==> config.mk <==
export PLATFORM = sky130hd
export DESIGN_NAME = johnson_decoder
export DESIGN_NICKNAME = d
export VERILOG_FILES = /design/src/rtl/johnson_pkg.sv /design/src/rtl/johnson_decoder_code_to_index.sv /design/src/rtl/johnson_decoder.sv
export SDC_FILE = /design/constraint.sdc
export NUM_CORES = 1
export LEC_CHECK = 0
export ABC_AREA = 0
export CORE_ASPECT_RATIO = 0.9
export CORE_UTILIZATION = 46
export CTS_CLUSTER_SIZE = 10
export DETAILED_ROUTE_END_ITERATION = 8
export HOLD_SLACK_MARGIN = 0.02
export PLACE_DENSITY = 0.77
export SLEW_MARGIN = 20
export SYNTH_ARGS = -nofsm -noshare
export SYNTH_HDL_FRONTEND = slang
export SYNTH_HIERARCHICAL = 1
export SYNTH_SLANG_ARGS = --single-unit
==> constraint.sdc <==
create_clock -name clk -period 4.5 [get_ports clk]
set_input_delay 0.675 -clock clk [delete_from_list [all_inputs] [get_ports clk]]
set_output_delay 0.675 -clock clk [all_outputs]
set_load 0.01 [all_outputs]
==> src/rtl/johnson_pkg.sv <==
// Shared Johnson-code definitions: tracker state encoding plus legality and index helpers.
// Used by the receive-side decoder and by counter-side test code.
package johnson_pkg;

    typedef enum logic {
        ST_UNLOCK = 1'b0,
        ST_LOCKED = 1'b1
    } jc_state_e;

    localparam int JC_MAX_N = 32;

    // A Johnson word has at most one transition between adjacent bits.
    function automatic logic jc_legal(input logic [JC_MAX_N-1:0] code, input int n);
        int trans;
        trans = 0;
        for (int i = 0; i < JC_MAX_N - 1; i++) begin
            if ((i < n - 1) && (code[i] != code[i+1])) trans++;
        end
        return (trans <= 1);
    endfunction

    function automatic int jc_to_idx(input logic [JC_MAX_N-1:0] code, input int n);
        int pop;
        pop = 0;
        for (int i = 0; i < JC_MAX_N; i++) begin
            if ((i < n) && code[i]) pop++;
        end
        return code[n-1] ? (2 * n - pop) : pop;
    endfunction

endpackage

==> src/rtl/johnson_decoder_code_to_index.sv <==
// Combinational Johnson-code legality check and binary index decode.
module johnson_code_to_index
    import johnson_pkg::*;
#(
    parameter int N     = 4,
    parameter int IDX_W = $clog2(2 * N)
) (
    input  logic [N-1:0]     code_i,
    output logic             legal_o,
    output logic [IDX_W-1:0] idx_o
);

    logic [JC_MAX_N-1:0] code_ext;

    always_comb begin
        code_ext = JC_MAX_N'(code_i);
        legal_o  = jc_legal(code_ext, N);
        idx_o    = IDX_W'(jc_to_idx(code_ext, N));
    end

endmodule

==> src/rtl/johnson_decoder.sv <==
// Johnson-code receiver: decodes index/one-hot, tracks step continuity, direction and lock.
// Optional saturating error counter when JOHNSON_DEC_ERRCNT_EN is defined.
module johnson_decoder
    import johnson_pkg::*;
#(
    parameter int N        = 4,
    parameter int LOCK_CNT = 3,
    parameter int IDX_W    = $clog2(2 * N)
) (
    input  logic             clk,
    input  logic             reset,
    input  logic             code_valid,
    input  logic [N-1:0]     code,
    output logic [IDX_W-1:0] idx,
    output logic [2*N-1:0]   onehot,
    output logic             idx_valid,
    output logic             locked,
    output logic             dir,
    output logic             step_err,
    output logic             illegal
`ifdef JOHNSON_DEC_ERRCNT_EN
    ,
    output logic [7:0]       err_count
`endif
);

    localparam int SW = $clog2(LOCK_CNT + 1);
    localparam logic [SW-1:0]  LOCK_STREAK = SW'(LOCK_CNT);
    localparam logic [IDX_W:0] TWO_N       = (IDX_W + 1)'(2 * N);
    localparam logic [IDX_W:0] D_HOLD      = '0;
    localparam logic [IDX_W:0] D_FWD       = (IDX_W + 1)'(1);
    localparam logic [IDX_W:0] D_REV       = (IDX_W + 1)'(2 * N - 1);

    jc_state_e        state_q, state_d;
    logic             ref_valid_q, ref_valid_d;
    logic [IDX_W-1:0] ref_idx_q, ref_idx_d;
    logic [SW-1:0]    streak_q, streak_d;
    logic             dir_q, dir_d;
    logic [IDX_W-1:0] idx_q, idx_d;
    logic             idx_valid_q, idx_valid_d;
    logic             step_err_q, step_err_d;
    logic             illegal_q, illegal_d;

    logic             dec_legal;
    logic [IDX_W-1:0] dec_idx;
    logic [IDX_W:0]   diff, delta;
    logic             is_fwd, is_rev;

    johnson_code_to_index #(
        .N     (N),
        .IDX_W (IDX_W)
    ) u_decode (
        .code_i  (code),
        .legal_o (dec_legal),
        .idx_o   (dec_idx)
    );

    // Extra bit keeps the sign of new-ref so the modulo fold works for any N.
    always_comb begin
        diff   = {1'b0, dec_idx} - {1'b0, ref_idx_q};
        delta  = diff[IDX_W] ? (diff + TWO_N) : diff;
        is_fwd = (delta == D_FWD);
        is_rev = (delta == D_REV);
    end

    always_comb begin
        state_d     = state_q;
        ref_valid_d = ref_valid_q;
        ref_idx_d   = ref_idx_q;
        streak_d    = streak_q;
        dir_d       = dir_q;
        idx_d       = idx_q;
        idx_valid_d = idx_valid_q;
        step_err_d  = 1'b0;
        illegal_d   = 1'b0;

        if (code_valid) begin
            if (!dec_legal) begin
                illegal_d   = 1'b1;
                idx_valid_d = 1'b0;
                state_d     = ST_UNLOCK;
                ref_valid_d = 1'b0;
                streak_d    = '0;
            end else begin
                idx_d       = dec_idx;
                idx_valid_d = 1'b1;
                ref_idx_d   = dec_idx;
                ref_valid_d = 1'b1;
                if (!ref_valid_q) begin
                    streak_d = '0;
                    state_d  = ST_UNLOCK;
                end else begin
                    case (state_q)
                        ST_UNLOCK: begin
                            if (is_fwd || is_rev) begin
                                if (is_fwd == dir_q) begin
                                    streak_d = streak_q + 1'b1;
                                end else begin
                                    dir_d    = is_fwd;
                                    streak_d = SW'(1);
                                end
                                if (streak_d >= LOCK_STREAK) state_d = ST_LOCKED;
                            end else if (delta != D_HOLD) begin
                                streak_d = '0;
                            end
                        end
                        ST_LOCKED: begin
                            if (is_fwd || is_rev) begin
                                dir_d = is_fwd;
                            end else if (delta != D_HOLD) begin
                                step_err_d = 1'b1;
                                state_d    = ST_UNLOCK;
                                streak_d   = '0;
                            end
                        end
                        default: state_d = ST_UNLOCK;
                    endcase
                end
            end
        end
    end

    always_ff @(posedge clk) begin
        if (reset) begin
            state_q     <= ST_UNLOCK;
            ref_valid_q <= 1'b0;
            ref_idx_q   <= '0;
            streak_q    <= '0;
            dir_q       <= 1'b1;
            idx_q       <= '0;
            idx_valid_q <= 1'b0;
            step_err_q  <= 1'b0;
            illegal_q   <= 1'b0;
        end else begin
            state_q     <= state_d;
            ref_valid_q <= ref_valid_d;
            ref_idx_q   <= ref_idx_d;
            streak_q    <= streak_d;
            dir_q       <= dir_d;
            idx_q       <= idx_d;
            idx_valid_q <= idx_valid_d;
            step_err_q  <= step_err_d;
            illegal_q   <= illegal_d;
        end
    end

`ifdef JOHNSON_DEC_ERRCNT_EN
    logic [7:0] err_cnt_q, err_cnt_d;

    always_comb begin
        err_cnt_d = err_cnt_q;
        if ((step_err_d || illegal_d) && (err_cnt_q != 8'hFF)) err_cnt_d = err_cnt_q + 8'd1;
    end

    always_ff @(posedge clk) begin
        if (reset) err_cnt_q <= '0;
        else       err_cnt_q <= err_cnt_d;
    end

    assign err_count = err_cnt_q;
`endif

    always_comb begin
        onehot = '0;
        if (idx_valid_q) onehot[idx_q] = 1'b1;
    end

    assign idx       = idx_q;
    assign idx_valid = idx_valid_q;
    assign locked    = (state_q == ST_LOCKED);
    assign dir       = dir_q;
    assign step_err  = step_err_q;
    assign illegal   = illegal_q;

endmodule
Word-level counts from Yosys, hierarchy flattened
Index checks and enable logic that the tools add are counted.

Multiplexer cells: 38. Reductions and logical operators: 8. Magnitude comparators: 4. Equality and inequality tests: 10. Bitwise logic cells: 4. $add $sub $neg: 9.

Operators by type and width (count): 32-bit by 2-bit adder with 32-bit output (second input constant) (2); 32-bit 2-to-1 mux (2); 32-bit by 2-bit less-or-equal comparator with 1-bit output (second input constant) (1); 2-bit 2-to-1 mux (11); 1-bit 2-to-1 mux (15); 3-bit 2-to-1 mux (4); 8-bit 2-to-1 mux (1); 3-bit by 2-bit adder with 3-bit output (second input constant) (2); 6-bit AND reduction (1); 6-bit OR reduction (1); 4-bit adder (second input constant) (1); 4-bit by 1-bit equality test with 1-bit output (second input constant) (1); 4-bit by 3-bit equality test with 1-bit output (second input constant) (1); 3-bit by 4-bit less-than comparator with 1-bit output (second input constant) (1); 4-bit 2-to-1 mux (1); 2-bit != test (second input constant) (2); 4-bit != test (second input constant) (1); 1-bit inverter (4); 1-bit one-hot mux with 2 select lines (2); 2-bit one-hot mux with 2 select lines (1); 2-bit AND reduction (2); 4-bit nonzero test (1); 3-bit by 3-bit subtractor with 4-bit output (1); 1-bit demux with 3-bit select (1); other kinds (11) (13).

Register bits: 10. Output and inout bits: 16.

Depth between registers and ports, before layout
Depth after elaboration: 26. Depth in mapped cells: 15.

By module
The synthesis kept the hierarchy.

By module, submodules not included: johnson_decoder (area an instance 598.1 µm², instances 1, cells an instance 76, seq. area each 200.2 µm²); johnson_code_to_index (area an instance 220.2 µm², instances 1, cells an instance 29, seq. area each 0.0 µm²).

Worst setup path before layout
No wires, ideal clock.

Path type: input to register. From: in code[0]. To: reg streak_q[0]. Required time: 4.433 ns. Cell stages on the path: 15. Setup time: 0.067 ns. Arrival time: 3.438 ns. Path slack: 0.995 ns. Cells stage by stage: inv_1 -> ha_1 -> nand2b_1 -> nand2_1 -> ha_1 -> nand2b_1 -> a21oi_1 -> nor4b_1 -> nand2b_1 -> xnor2_1 -> xnor3_2 -> or2_4 -> a211oi_2 -> a21bo_1 -> a21oi_2.

Cells in the longest elaborated chain, start to end: 24.

RTL lines: start: declaration (line johnson_decoder.sv:13) `input logic [N-1:0] code,`; 1-bit 2-to-1 mux (*) (line johnson_pkg.sv:26) `if ((i < n) && code[i]) pop++;`; 1-bit by 1-bit adder with 2-bit output (line johnson_pkg.sv:26); 3-bit 2-to-1 mux (*) (line johnson_pkg.sv:26); 3-bit by 2-bit adder with 3-bit output (line johnson_pkg.sv:26); 3-bit 2-to-1 mux (*) (line johnson_pkg.sv:26); 3-bit by 2-bit adder with 3-bit output (line johnson_pkg.sv:26); 3-bit 2-to-1 mux (*) (line johnson_pkg.sv:26); 1-bit by 3-bit subtractor with 3-bit output (line johnson_pkg.sv:28) `return code[n-1] ? (2 * n - pop) : pop;`; [1 not listed]; net dec_idx[2] (line johnson_decoder.sv:45) `logic [IDX_W-1:0] dec_idx;`; [7 not listed]; 2-bit 2-to-1 mux (line johnson_decoder.sv:93) `case (state_q)`; 2-bit 2-to-1 mux (line johnson_decoder.sv:89) `if (!ref_valid_q) begin`; 2-bit 2-to-1 mux (line johnson_decoder.sv:78) `if (!dec_legal) begin`; 2-bit 2-to-1 mux (line johnson_decoder.sv:77) `if (code_valid) begin`; 2-bit 2-to-1 mux (line johnson_decoder.sv:95) `if (is_fwd || is_rev) begin`; 2-bit one-hot mux with 2 select lines (line johnson_decoder.sv:93); 2-bit 2-to-1 mux (line johnson_decoder.sv:89); 2-bit 2-to-1 mux (line johnson_decoder.sv:78); end signal: assignment (line johnson_decoder.sv:138) `streak_q <= streak_d;`; end: declaration (line johnson_decoder.sv:37) `logic [SW-1:0] streak_q, streak_d;`.

The timed path passes the listed nets; every way through them passes the cells marked *. The select of a mux whose other input is x is not followed. A chain may end at the register's enable or synchronous reset.

Worst setup path after layout
From: in code[1]. To: reg streak_q[0].

Cells in the longest elaborated chain, start to end: 22.

RTL lines (line): 3-bit 2-to-1 mux (*) (johnson_pkg.sv:26); 3-bit by 2-bit adder with 3-bit output (johnson_pkg.sv:26); 3-bit 2-to-1 mux (*) (johnson_pkg.sv:26); 3-bit by 2-bit adder with 3-bit output (johnson_pkg.sv:26); 3-bit 2-to-1 mux (*) (johnson_pkg.sv:26); 1-bit by 3-bit subtractor with 3-bit output (johnson_pkg.sv:28); 3-bit 2-to-1 mux (*) (johnson_pkg.sv:28); net dec_idx[2] (johnson_decoder.sv:45); [7 not listed]; 2-bit 2-to-1 mux (johnson_decoder.sv:93); 2-bit 2-to-1 mux (johnson_decoder.sv:89); 2-bit 2-to-1 mux (johnson_decoder.sv:78); 2-bit 2-to-1 mux (johnson_decoder.sv:77); 2-bit 2-to-1 mux (johnson_decoder.sv:95); 2-bit one-hot mux with 2 select lines (johnson_decoder.sv:93); 2-bit 2-to-1 mux (johnson_decoder.sv:89); 2-bit 2-to-1 mux (johnson_decoder.sv:78).

Marked as above.

==> metrics.cfg <==
[critical_path]
worstSetupEndpointType=register
critPathKind=input pin to register
cp-start-kind=input pin
crit_required_ps=4700
worstPathBufferInverterCount=2
path_cells=clkdlybuf4s50_1 > inv_1 > ha_1 > nand2b_1 > nand2_1 > ha_1 > nand2b_1 > a21oi_1 > nor4b_1 > nand2b_1 > xnor2_1 > xnor3_2 > or2_4 > a211oi_2 > a21bo_1 > a21oi_2
crit_path_max_fanout=8
critical_path_arrival_ps=4260
max_stage_delay_ps=510
critical_path.slowest_cell=clkdlybuf4s50_1
crit_top_cell=nand2b_1
worst_path_dominant_cell_family=simple AND/OR/NAND/NOR gates

[outcome]
status=finished, final reports clean

[logic_synthesis]
total_nets_after_synthesis=119
yosys_warnings=6
synthCells=105
avgSynthCellArea_sq_um=7.79
number_of_enable_type_register_cells_in_the_synthesized_netlist=0
seq_area_frac_synth_pct=24.5
postSynthRegisterBits=10
synth_area_sq_um=818
synth-main-ff-cell=dfxtp_1
post_synthesis_async_set_or_reset_flop_share_pct=0
netlist-cell-type-count=33

[floorplanning]
die_width_microns=46.5
initial_core_util_pct=49.2
die_h_microns=42.0
floorplan.die_area_sq_um=1950
num_io_pins=23
core.rowCount=14
core_region_area_sq_um=1660

[final_layout]
filler_cell_count=133
area.sequential_sq_um=200
diodes=0
final_cell_count_no_fill=152
final_cell_mix=22 x clkdlybuf4s50_1, 12 x nand2_1, 10 x dfxtp_1, 9 x nand2b_1, 9 x inv_1
post_layout_instance_area_sq_um=1090
layout.cells.most_common=clkdlybuf4s50_1
post_layout_nets=143
flow.area_growth_from_synthesis_pct=32.7
multi_input_area_sq_um=566
final_layout_size_suffix_gt1_share_pct=6.25

[pwr]
combPwrFrac_pct=37.4
p_clk_share_pct=28.3
internal_power_uw=191
p_sw_share_pct=33.7
power_density_nw_per_um2=265
max-vdd-ir-drop_uv=327
p_sw_uw=97.0
static_leakage_nw=0.429
share_seq_of_total_power_pct=34.3
fin_total_pwr_uw=288

[grt]
largest_net_degree_at_the_start_of_global_routing=11
globalRoute.totalOverflow=0
first_global_vias=640
grtUsageTotal_pct=18.7
grt_pass1_wl_microns=2670
antenna_found_initial=0

[job]
max_cap_viols=0

[route]
drt.antenna.violating_nets=0
drt-pass1-iter-count=4
final_routed_wirelength_across_all_metal_layers_microns=1590
wire_per_inst_microns=10.4
post-route-drc-count=0
first_iter_violations=14
route.vias.total=778
vias_per_cell=5.12

[timing]
finalSetupViolCount=0
period_share_pct=90.3
finalClockSkew_ps=2.31
setup_tns_ps=0
final.setup.worst_slack_ps=438
rsz0062_at_grt=false
timing.slew.headroom_pct=66.9
hold_viol=0
timing_worst_slew_pin_value_ps=490
period_needed_ps=4060
clock.fmax_ghz=0.246
report.final.slew_viol_count=0

[clocking]
post_cts_hold_buffer_count=0
ctsResizeCount=0
cts_root_buf=clkbuf_4
clk-insertion-delay-late_ps=270
cts_inserted_buffers=3
ctsHtreeMaxLevel=1
cts.repair_timing.setup_buffer_count=0
tritoncts=yes
count_of_clock_tree_sinks=10
clock_path_buffers=2
clk_pin_slew_worst_paths_ps=70

[place]
routabilityCongestion=0.730
dp_worst_setup_slack_ps=148
buffer_ports.inserted=22
placed_area_sq_um=1050
dp.cells=148
dp.final_hpwl_microns=1260

[worst_hold_path]
hold_path.class=register to register

metrics by stage:
| step | hold WS [ps] | utilization (%) |
|---|---|---|
| 6_report | 477 | 65.3 |
| 3_3_place_gp | 452 | 63.1 |
| 3_5_place_dp | 467 | 63.1 |
| 2_1_floorplan | 445 | - |
| 4_1_cts | 479 | 65.3 |
| 5_1_grt | 523 | 65.3 |
flip-flops by register name, summed over array words and instances, names as in the netlist:
register and cells:
dir 1, streak_q 2, step_err 1, idx 3, idx_valid 1, locked 1
illegal 1
power groups by stage:
stage	registers [mW]	logic, mW	clock network [mW]
after floorplan	0.102	0.0756	0
after global placement	0.101	0.104	0
after detailed placement	0.101	0.107	0
after CTS	0.0987	0.108	0.0861
after global routing	0.0997	0.121	0.0894
final	0.0988	0.108	0.0816
path summary, 6_finish.rpt:
path | startpoint | to | slack (ps) | cells past startpoint
setup / recovery | code[1] | streak_q[0]$_SDFFE_PP0P_ | 440 | 16
hold / removal | streak_q[1]$_SDFFE_PP0P_ | streak_q[1]$_SDFFE_PP0P_ | 480 | 2
setup reg to reg | idx[0]$_SDFFE_PP0P_ | streak_q[0]$_SDFFE_PP0P_ | 2290 | 7
hold reg to reg | streak_q[1]$_SDFFE_PP0P_ | streak_q[1]$_SDFFE_PP0P_ | 480 | 2
per-layer routing:
layer | share of wire, % | GRT usage, % | vias to the layer above
li1 | - | - | 411
met1 | 48 | 24.1 | 346
met2 | 48 | 29.7 | 21
met3 | 4.6 | 7.76 | 0
met4 | 0 | 1.76 | 0
met5 | 0 | 0 | -
Yosys cell counts, types with 2 or more instances:
| master | instances | area share (%) |
|---|---|---|
| nor2_1 | 8 | 3.7 |
| clkbuf_1 | 2 | 0.92 |
| xor2_1 | 3 | 3.2 |
| dfxtp_1 | 10 | 24 |
| nor2b_1 | 2 | 1.5 |
| nand2b_1 | 9 | 6.9 |
| nand2_1 | 12 | 5.5 |
| inv_1 | 9 | 4.1 |
| o211ai_1 | 3 | 2.8 |
| o21a_1 | 2 | 1.8 |
| nand3_1 | 8 | 4.9 |
| a21oi_1 | 7 | 4.3 |
| xnor2_1 | 3 | 3.2 |
| ha_1 | 6 | 9.2 |
| nor3_1 | 3 | 1.8 |
kinds of logic after synthesis:
group | count (synthesis) | share of synthesized area [%]
buffers and inverters | 12 | 6.42
DFF | 10 | 24.5
and+or+nand+nor | 46 | 28.0
AOI/OAI and AO/OA | 22 | 19.0
xor gates and xnor gates | 7 | 9.33
adders and majority gates | 7 | 11.6
muxes | 1 | 1.22
worst reg2reg max path, cell delays in order (launching register included):
cell and delay, ps:
dfxtp_1 380, ha_1 230, fa_1 370, xnor3_2 310, or2_4 270, a211oi_2 250, a21bo_1 240, a21oi_2 100
cell type report:
type	instances	area share (%)
clock buffers	4	3.34
inverters	9	3.11
multi-input cells	83	52.1
flip-flops and latches	10	18.4
well taps	24	2.76
repair buffers	22	20.3
Power figures use the tool's default switching activity.
